$ cat config.mk
export PLATFORM = sky130hd
export DESIGN_NAME = ex_operand_stage
export DESIGN_NICKNAME = d
export VERILOG_FILES = /design/src/rtl/cpu_pkg.sv /design/src/rtl/fwd_sel_calc.sv /design/src/rtl/ex_operand_stage.sv
export SDC_FILE = /design/constraint.sdc
export NUM_CORES = 1
export LEC_CHECK = 0
export CAP_MARGIN = 15
export CORE_ASPECT_RATIO = 1.75
export CORE_MARGIN = 2
export CORE_UTILIZATION = 43
export CTS_CLUSTER_SIZE = 8
export DETAILED_ROUTE_END_ITERATION = 12
export PLACE_DENSITY_LB_ADDON = 0.2
export SKIP_CTS_REPAIR_TIMING = 1
export SKIP_LAST_GASP = 1
export SYNTH_ARGS = -nofsm -noshare
export SYNTH_HDL_FRONTEND = slang
export SYNTH_HIERARCHICAL = 1
export SYNTH_SLANG_ARGS = --single-unit
$ cat constraint.sdc
create_clock -name clk -period 2.5 [get_ports clk]
set_clock_uncertainty 0.05 [all_clocks]
set_input_delay 0.625 -clock clk [delete_from_list [all_inputs] [get_ports clk]]
set_output_delay 0.625 -clock clk [all_outputs]
set_load 0.01 [all_outputs]
$ cat src/rtl/cpu_pkg.sv
// Shared definitions for the EX-stage operand path: forwarding-select
// encoding and default datapath widths.
package cpu_pkg;

  localparam int DEFAULT_DATA_W  = 34;
  localparam int DEFAULT_RADDR_W = 4;

  // Encoding of the EX forwarding mux select; 2'b11 is never produced
  // (the mux returns zero for it).
  typedef enum logic [1:0] {
    FWD_REG = 2'b00,
    FWD_WB  = 2'b01,
    FWD_MEM = 2'b10
  } fwd_sel_t;

endpackage

$ cat src/rtl/fwd_sel_calc.sv
// Priority comparator turning one source register address into a
// forwarding select. The instruction currently in EX is younger than the
// one in MEM, so its match wins. Register 0 never forwards.
module fwd_sel_calc
  import cpu_pkg::*;
#(
  parameter int RADDR_W = DEFAULT_RADDR_W
) (
  input  logic [RADDR_W-1:0] rs,
  input  logic               ex_valid,
  input  logic               ex_reg_write,
  input  logic [RADDR_W-1:0] ex_rd,
  input  logic               mem_reg_write,
  input  logic [RADDR_W-1:0] mem_rd,
  output logic [1:0]         sel
);

  // EX match beats MEM match; zero register always reads the regfile
  always_comb begin
    sel = FWD_REG;
    if (rs != '0) begin
      if (ex_valid && ex_reg_write && (ex_rd == rs)) begin
        sel = FWD_MEM;
      end else if (mem_reg_write && (mem_rd == rs)) begin
        sel = FWD_WB;
      end
    end
  end

endmodule

$ cat src/rtl/ex_operand_stage.sv
// ID->EX pipeline register. Latches decoded operands/control, registers
// the operand forwarding selects, and detects load-use hazards (stall ID,
// inject one bubble, count bubbles with saturation).
module ex_operand_stage
  import cpu_pkg::*;
#(
  parameter int DATA_W  = DEFAULT_DATA_W,
  parameter int RADDR_W = DEFAULT_RADDR_W,
  parameter int CNT_W   = 16
) (
  input  logic               clk,
  input  logic               rst,
  input  logic               id_valid,
  input  logic [RADDR_W-1:0] id_rs1,
  input  logic [RADDR_W-1:0] id_rs2,
  input  logic [RADDR_W-1:0] id_rd,
  input  logic [DATA_W-1:0]  id_rs1_data,
  input  logic [DATA_W-1:0]  id_rs2_data,
  input  logic               id_reg_write,
  input  logic               id_mem_read,
  input  logic [RADDR_W-1:0] mem_rd,
  input  logic               mem_reg_write,
  input  logic               flush_i,
  input  logic               hold_i,
  output logic               stall_o,
  output logic               ex_valid,
  output logic [DATA_W-1:0]  ex_rs1_data,
  output logic [DATA_W-1:0]  ex_rs2_data,
  output logic [RADDR_W-1:0] ex_rd,
  output logic               ex_reg_write,
  output logic               ex_mem_read,
  output logic [1:0]         ex_fwd_a_sel,
  output logic [1:0]         ex_fwd_b_sel,
  output logic [CNT_W-1:0]   bubble_cnt
);

  logic       load_use;
  logic [1:0] fwd_a;
  logic [1:0] fwd_b;

  // A load in EX whose nonzero destination is read by the instruction in ID
  always_comb begin
    load_use = ex_valid && ex_mem_read && id_valid && (ex_rd != '0)
               && ((ex_rd == id_rs1) || (ex_rd == id_rs2));
  end

  // Stall is suppressed during reset so a mid-stall reset releases ID at once
  assign stall_o = !rst && (load_use || hold_i);

  fwd_sel_calc #(.RADDR_W(RADDR_W)) u_fwd_a (
    .rs            (id_rs1),
    .ex_valid      (ex_valid),
    .ex_reg_write  (ex_reg_write),
    .ex_rd         (ex_rd),
    .mem_reg_write (mem_reg_write),
    .mem_rd        (mem_rd),
    .sel           (fwd_a)
  );

  fwd_sel_calc #(.RADDR_W(RADDR_W)) u_fwd_b (
    .rs            (id_rs2),
    .ex_valid      (ex_valid),
    .ex_reg_write  (ex_reg_write),
    .ex_rd         (ex_rd),
    .mem_reg_write (mem_reg_write),
    .mem_rd        (mem_rd),
    .sel           (fwd_b)
  );

  // Priority update: reset > flush > hold > load-use bubble > normal latch.
  // Selects are gated with id_valid so an invalid EX slot always shows 00.
  always_ff @(posedge clk) begin
    if (rst) begin
      ex_valid     <= 1'b0;
      ex_rs1_data  <= '0;
      ex_rs2_data  <= '0;
      ex_rd        <= '0;
      ex_reg_write <= 1'b0;
      ex_mem_read  <= 1'b0;
      ex_fwd_a_sel <= FWD_REG;
      ex_fwd_b_sel <= FWD_REG;
      bubble_cnt   <= '0;
    end else if (flush_i) begin
      ex_valid     <= 1'b0;
      ex_reg_write <= 1'b0;
      ex_mem_read  <= 1'b0;
      ex_fwd_a_sel <= FWD_REG;
      ex_fwd_b_sel <= FWD_REG;
    end else if (!hold_i) begin
      if (load_use) begin
        ex_valid     <= 1'b0;
        ex_reg_write <= 1'b0;
        ex_mem_read  <= 1'b0;
        ex_fwd_a_sel <= FWD_REG;
        ex_fwd_b_sel <= FWD_REG;
        if (bubble_cnt != '1) begin
          bubble_cnt <= bubble_cnt + CNT_W'(1);
        end
      end else begin
        ex_valid     <= id_valid;
        ex_rs1_data  <= id_rs1_data;
        ex_rs2_data  <= id_rs2_data;
        ex_rd        <= id_rd;
        ex_reg_write <= id_valid && id_reg_write;
        ex_mem_read  <= id_valid && id_mem_read;
        ex_fwd_a_sel <= id_valid ? fwd_a : FWD_REG;
        ex_fwd_b_sel <= id_valid ? fwd_b : FWD_REG;
      end
    end
  end

endmodule

---- Yosys cells after proc, flatten, opt, wreduce, memory -nomap -nowiden ----
Index checks and enable logic that the tools add are counted.
word-level totals
  register bits ........................... 95
  bits of input ports ..................... 92
  output and inout port bits .............. 96
cells by class
  $add $sub $neg .......................... 1
  equal/unequal tests ..................... 5
  mux-type cells .......................... 13
  bitwise operators ....................... 3
  reductions and logical operators ........ 21
operators by type and width
  kind                                           count
  adder 16 x 1 -> 16 bit, second input constant  1
  == test 4 bit                                  4
  2-to-1 mux 2 bit                               8
  inequality test 16 bit, second input constant  1
  logical AND 1 bit                              12
  nonzero test 4 bit                             3
  2-to-1 mux 1 bit                               5
  AND reduction 4 bit                            1
  NOT 1 bit                                      3
  AND reduction 3 bit                            1
  logical OR 1 bit                               2
  OR reduction 2 bit                             1
  logical NOT 1 bit                              1

---- Depth between registers and ports, before layout ----
  word-level depth ........................ 7
  depth in mapped cells ................... 8

---- Modules after synthesis ----
Netlist, hierarchy kept.
by module, submodules not included
  module            times used  cells an instance  area each (µm²)  sequential area each (µm²)
  ex_operand_stage  1           472                4,255.3          1,901.8
  fwd_sel_calc      2           19                 126.4            0.0

---- Least setup slack after synthesis ----
Ideal clock, no wire load.
  path type ............................... input -> output
  start point ............................. input port id_rs2[2]
  end point ............................... output port stall_o
  arrival time ............................ 1.840 ns
  slack ................................... -0.015 ns
  stages on the path ...................... 6
  path through ............................ xnor2_1 > nand4_1 > a211o_1 > buf_6 > clkbuf_1 > a21oi_1
between the ends
  word-level cells in the longest chain between the ends .. 5
RTL lines
  item                line                    source
  start: declaration  ex_operand_stage.sv:15  input logic [RADDR_W-1:0] id_rs2,
  == test 4 bit       ex_operand_stage.sv:44  && ((ex_rd == id_rs1) || (ex_rd == id_rs2));
  logical OR 1 bit    ex_operand_stage.sv:44
  logical AND 1 bit   ex_operand_stage.sv:44
  logical OR 1 bit    ex_operand_stage.sv:48  assign stall_o = !rst && (load_use || hold_i);
  logical AND 1 bit   ex_operand_stage.sv:48
  end: declaration    ex_operand_stage.sv:25  output logic stall_o,
No other way between the ends.

---- Final worst setup path ----
  start point ............................. input port id_valid
  end point ............................... output port stall_o
between the ends
  word-level cells in the longest chain between the ends .. 5
RTL lines
  item                            line                    source
  start: declaration              ex_operand_stage.sv:13  input logic id_valid,
  logical AND 1 bit (2 in a row)  ex_operand_stage.sv:43  load_use = ex_valid && ex_mem_read && id_valid && (ex_rd != '0)
  logical AND 1 bit               ex_operand_stage.sv:44
  logical OR 1 bit                ex_operand_stage.sv:48
  logical AND 1 bit               ex_operand_stage.sv:48
No other way between the ends.

==> impl_metrics.py <==
metrics = {
    "job": {
        "max_cap_viol_count": 0,
    },
    "logic_synthesis": {
        "synth_area_per_cell_um2": 8.84,
        "synthesis.area_um2": 4510,
        "synthArstFlopShare": 0,
        "synth_seq_area_share": 0.422,
        "syn-instance-count": 510,
        "yosysWarningCount": 6,
        "synth-simple-area-share": 0.336,
        "yosys.area_share.xor_xnor": 0.0311,
        "synthMuxAreaShare": 0.00472,
        "share_of_the_synthesized_area_in_compound_gates_ao_oa_aoi_oai": 0.153,
        "netlist.top_cell.by_area": "sky130_fd_sc_hd__dfxtp_1",
        "synth.net_count": 603,
        "yosys_most_used_dff": "sky130_fd_sc_hd__dfxtp_1",
        "synth_top_family_by_area": "simple AND/OR/NAND/NOR gates",
        "ys_seq_elements": 95,
        "yosys-top-cells-area": "sky130_fd_sc_hd__dfxtp_1 (42%), sky130_fd_sc_hd__nand4b_1 (14%), sky130_fd_sc_hd__nand2b_1 (10%), sky130_fd_sc_hd__o21ai_0 (8.2%), sky130_fd_sc_hd__clkbuf_1 (3.4%)",
        "synth_top_cell_area_share": 0.422,
        "synth-edff-count": 0,
        "yosys.area_share.adder": 0.00278,
        "synth_cell_types": 44,
    },
    "drt": {
        "drt_first_pass_iters": 5,
        "drcViolationCount": 0,
        "wire_per_inst_um": 17.4,
        "met3_wire_len_um": 863,
        "detailroute.wirelength.met2_um": 8070,
        "wirelength_um": 14400,
        "detail-route-antenna-nets": 0,
        "wl_met1_um": 4980,
        "via_count": 4720,
        "maxUsedRoutingLayer": "met4",
        "avgViaCountPerCell": 5.69,
        "detail_route.iter0.violations": 209,
    },
    "power": {
        "pwr-share-comb": 0.161,
        "ir_worst_vdd_v": 0.000355,
        "cellPowerDensity_nw_per_um2": 496,
        "seq_power_share": 0.465,
        "switchingPower_uw": 864,
        "p_sw_frac": 0.250,
        "cellInternalPower_uw": 2590,
        "clockPowerShare": 0.374,
        "leakagePower_uw": 0.00238,
        "report.power.total_uw": 3460,
    },
    "grt": {
        "grt.overflow.total": 0,
        "grt_antenna_before_repair": 0,
        "globalRouteTotalUtil": 0.253,
        "grt_start_max_net_pins": 164,
        "grt_first_pass_wirelength_um": 22700,
        "grt_pass1_vias": 4750,
    },
    "clock_network": {
        "cts_tree": "yes",
        "clock_sink_count": 95,
        "path_clk_slew_ps": 70,
        "h-tree-depth": 3,
        "cts.root.buffer_cell": "sky130_fd_sc_hd__clkbuf_16",
        "clk_path_buf_depth": 2,
        "worstSkewPairLatency_ps": 340,
        "cts-buffers-inserted": 9,
    },
    "worst_hold_path": {
        "min_delay_path_depth": 2,
        "hold-path-endpoint": "ex_rs1_data[25]",
        "hold_path.class": "reg -> reg",
        "min-delay-start": "ex_rs1_data[25]",
    },
    "worst_setup_path": {
        "worst-r2r-setup-slack_ps": 100,
        "reg_to_reg_startpoint": "ex_rd[2]",
        "timing.setup.critical_path_class": "in -> out",
        "worst_setup_path_start_kind": "input pin",
        "critPathMaxFanout": 3,
        "worstReg2RegEnd": "ex_rs2_data[4]",
        "worst-endpoint-arrival_ps": 1770,
        "worst_ep_required_time_ps": 1820,
        "setup.worst_path.end_class": "output port",
        "r2r_cells": 8,
    },
    "floorplan": {
        "design.die.area_um2": 11400,
        "core_area_um2": 10200,
        "die_x_um": 81.4,
        "placement_rows": 49,
        "floorplan.initialDensity": 0.440,
        "chipHeight_um": 139,
        "floorplan.io_pins": 188,
    },
    "timing": {
        "worst_pin_slew_ps": 569,
        "max_slew_violation_total_from_the_final_report": 0,
        "max-slew-margin-rel": 0.617,
        "timing_hold_violations_final": 0,
        "holdWs_ps": 419,
        "final_min_period_over_clock_period": 0.978,
        "max_freq_ghz": 0.409,
        "setup_violations": 0,
        "min_period_ps": 2440,
    },
    "placed_design": {
        "io_buffers": 187,
        "place.gp.congestion": 0.983,
        "place_hpwl_um": 10400,
        "numPlacedInstances": 811,
    },
    "cells_and_area": {
        "finish.utilization": 0.681,
        "flow.area_growth_from_synthesis_pct": 54.6,
        "share_of_post_route_cells_with_drive_strength_above_1": 0.0926,
        "final_cell_count_no_fill": 829,
        "antenna-diode-count": 0,
        "finalNetCount": 790,
    },
    "outcome": {
        "result_of_the_run": "finished, final reports clean",
    },
}
-- layout by cell type (no fill, tap or decap), types with 2 or more instances in the layout --
| cell | count |
|---|---|
| sky130_fd_sc_hd__nand4_1 | 10 |
| sky130_fd_sc_hd__buf_12 | 3 |
| sky130_fd_sc_hd__and3_1 | 2 |
| sky130_fd_sc_hd__o211ai_1 | 2 |
| sky130_fd_sc_hd__xor2_1 | 2 |
| sky130_fd_sc_hd__dfxtp_2 | 2 |
| sky130_fd_sc_hd__nor2_1 | 10 |
| sky130_fd_sc_hd__nand2b_1 | 74 |
| sky130_fd_sc_hd__a21oi_1 | 16 |
| sky130_fd_sc_hd__clkdlybuf4s50_1 | 177 |
| sky130_fd_sc_hd__or4_1 | 10 |
| sky130_fd_sc_hd__o31ai_1 | 11 |
| sky130_fd_sc_hd__clkbuf_16 | 9 |
| sky130_fd_sc_hd__a221o_1 | 2 |
| sky130_fd_sc_hd__nor2b_1 | 4 |
| sky130_fd_sc_hd__nor4_2 | 2 |
| sky130_fd_sc_hd__clkbuf_1 | 2 |
| sky130_fd_sc_hd__a211oi_1 | 2 |
| sky130_fd_sc_hd__clkinv_4 | 2 |
| sky130_fd_sc_hd__buf_4 | 35 |
| sky130_fd_sc_hd__dfxtp_1 | 93 |
| sky130_fd_sc_hd__or3_1 | 2 |
| sky130_fd_sc_hd__nand3_1 | 7 |
| sky130_fd_sc_hd__nor3_1 | 8 |
| sky130_fd_sc_hd__xnor2_1 | 14 |
| sky130_fd_sc_hd__a32oi_1 | 5 |
| sky130_fd_sc_hd__and4_1 | 2 |
| sky130_fd_sc_hd__inv_2 | 2 |
| sky130_fd_sc_hd__o21ai_0 | 74 |
| sky130_fd_sc_hd__clkinvlp_4 | 2 |
| sky130_fd_sc_hd__clkinv_1 | 2 |
| sky130_fd_sc_hd__dlymetal6s2s_1 | 8 |
| sky130_fd_sc_hd__nand2_1 | 7 |
| sky130_fd_sc_hd__a21boi_1 | 2 |
| sky130_fd_sc_hd__o22ai_1 | 2 |
| sky130_fd_sc_hd__inv_1 | 6 |
| sky130_fd_sc_hd__nand4b_1 | 72 |
-- worst max-delay path: stages --
cell and delay [ps]:
sky130_fd_sc_hd__clkdlybuf4s50_1 480, sky130_fd_sc_hd__nand3_1 100, sky130_fd_sc_hd__a211o_2 310, sky130_fd_sc_hd__a21oi_2 130
sky130_fd_sc_hd__buf_2 130
-- power by group through the flow --
stage	combinational (uW)	sequential (uW)	clock (uW)
2_1_floorplan	180	1670	0
3_3_place_gp	550	1640	0
3_5_place_dp	560	1640	0
4_1_cts	562	1610	1320
5_1_grt	597	1610	1380
6_report	558	1610	1290
-- synth_stat cells, types with 4 or more instances --
cell type	n
sky130_fd_sc_hd__nand4_1	10
sky130_fd_sc_hd__nor2b_1	4
sky130_fd_sc_hd__o31ai_1	11
sky130_fd_sc_hd__nand2_1	7
sky130_fd_sc_hd__dfxtp_1	95
sky130_fd_sc_hd__nor2_1	10
sky130_fd_sc_hd__or4_1	10
sky130_fd_sc_hd__inv_1	6
sky130_fd_sc_hd__clkbuf_1	41
sky130_fd_sc_hd__nand3_1	7
sky130_fd_sc_hd__nand2b_1	74
sky130_fd_sc_hd__nand4b_1	72
sky130_fd_sc_hd__buf_1	5
sky130_fd_sc_hd__nor3_1	8
sky130_fd_sc_hd__xnor2_1	14
sky130_fd_sc_hd__o21ai_0	74
sky130_fd_sc_hd__a21oi_1	17
sky130_fd_sc_hd__a32oi_1	5
-- logic make-up after synthesis --
logic type	count (synthesis)
AO/OA/AOI/OAI	121
XOR/XNOR	16
adder cells (fa/ha/maj)	1
buffers and inverters	58
flip-flops	95
multiplexers	2
AND/OR/NAND/NOR	217
-- worst max-delay path by stage --
stage,start,end,slack (ps),cells past startpoint
final,id_valid,stall_o,60,5
after global routing,ex_rd[3],stall_o,-2,5
after CTS,id_rs2[3],stall_o,-650,6
after detailed placement,id_rs2[3],stall_o,-640,6
after global placement,id_rs2[2],stall_o,-600,6
after floorplan,id_rs2[2],stall_o,30,6
-- cell type report --
type                       instances  area, um2
fill                             822       3270
sequential                        95       1900
clock inverter                     5       43.8
timing repair buffer             224       2200
clock buffer                      11        233
inverter                          10       37.5
tap                              127        159
multi-input combinational        357       2390
-- routing by layer --
metal	vias to the layer above	GRT usage
met1	2271	0.257
li1	2235	-
met4	0	0.108
met5	-	0
met3	38	0.0655
met2	176	0.468
-- stage by stage --
step | cell area (um2) | setup TNS (ps) | setup WS, ps
final | 6970 | 0 | 55.2
after global routing | 6970 | -1.96 | -1.96
after CTS | 6940 | -646 | -646
after detailed placement | 6660 | -22920 | -642
after global placement | 6660 | -17590 | -604
after floorplan | 4510 | 0 | 28.3
-- sequential cells by signal, summed over array words and instances, names as in the netlist --
name          count
ex_rs1_data      34
ex_rs2_data      34
bubble_cnt       16
ex_rd             4
ex_fwd_a_sel      2
ex_fwd_b_sel      2
ex_mem_read       1
ex_reg_write      1
ex_valid          1
No activity file was read; power rests on OpenSTA's default activity.
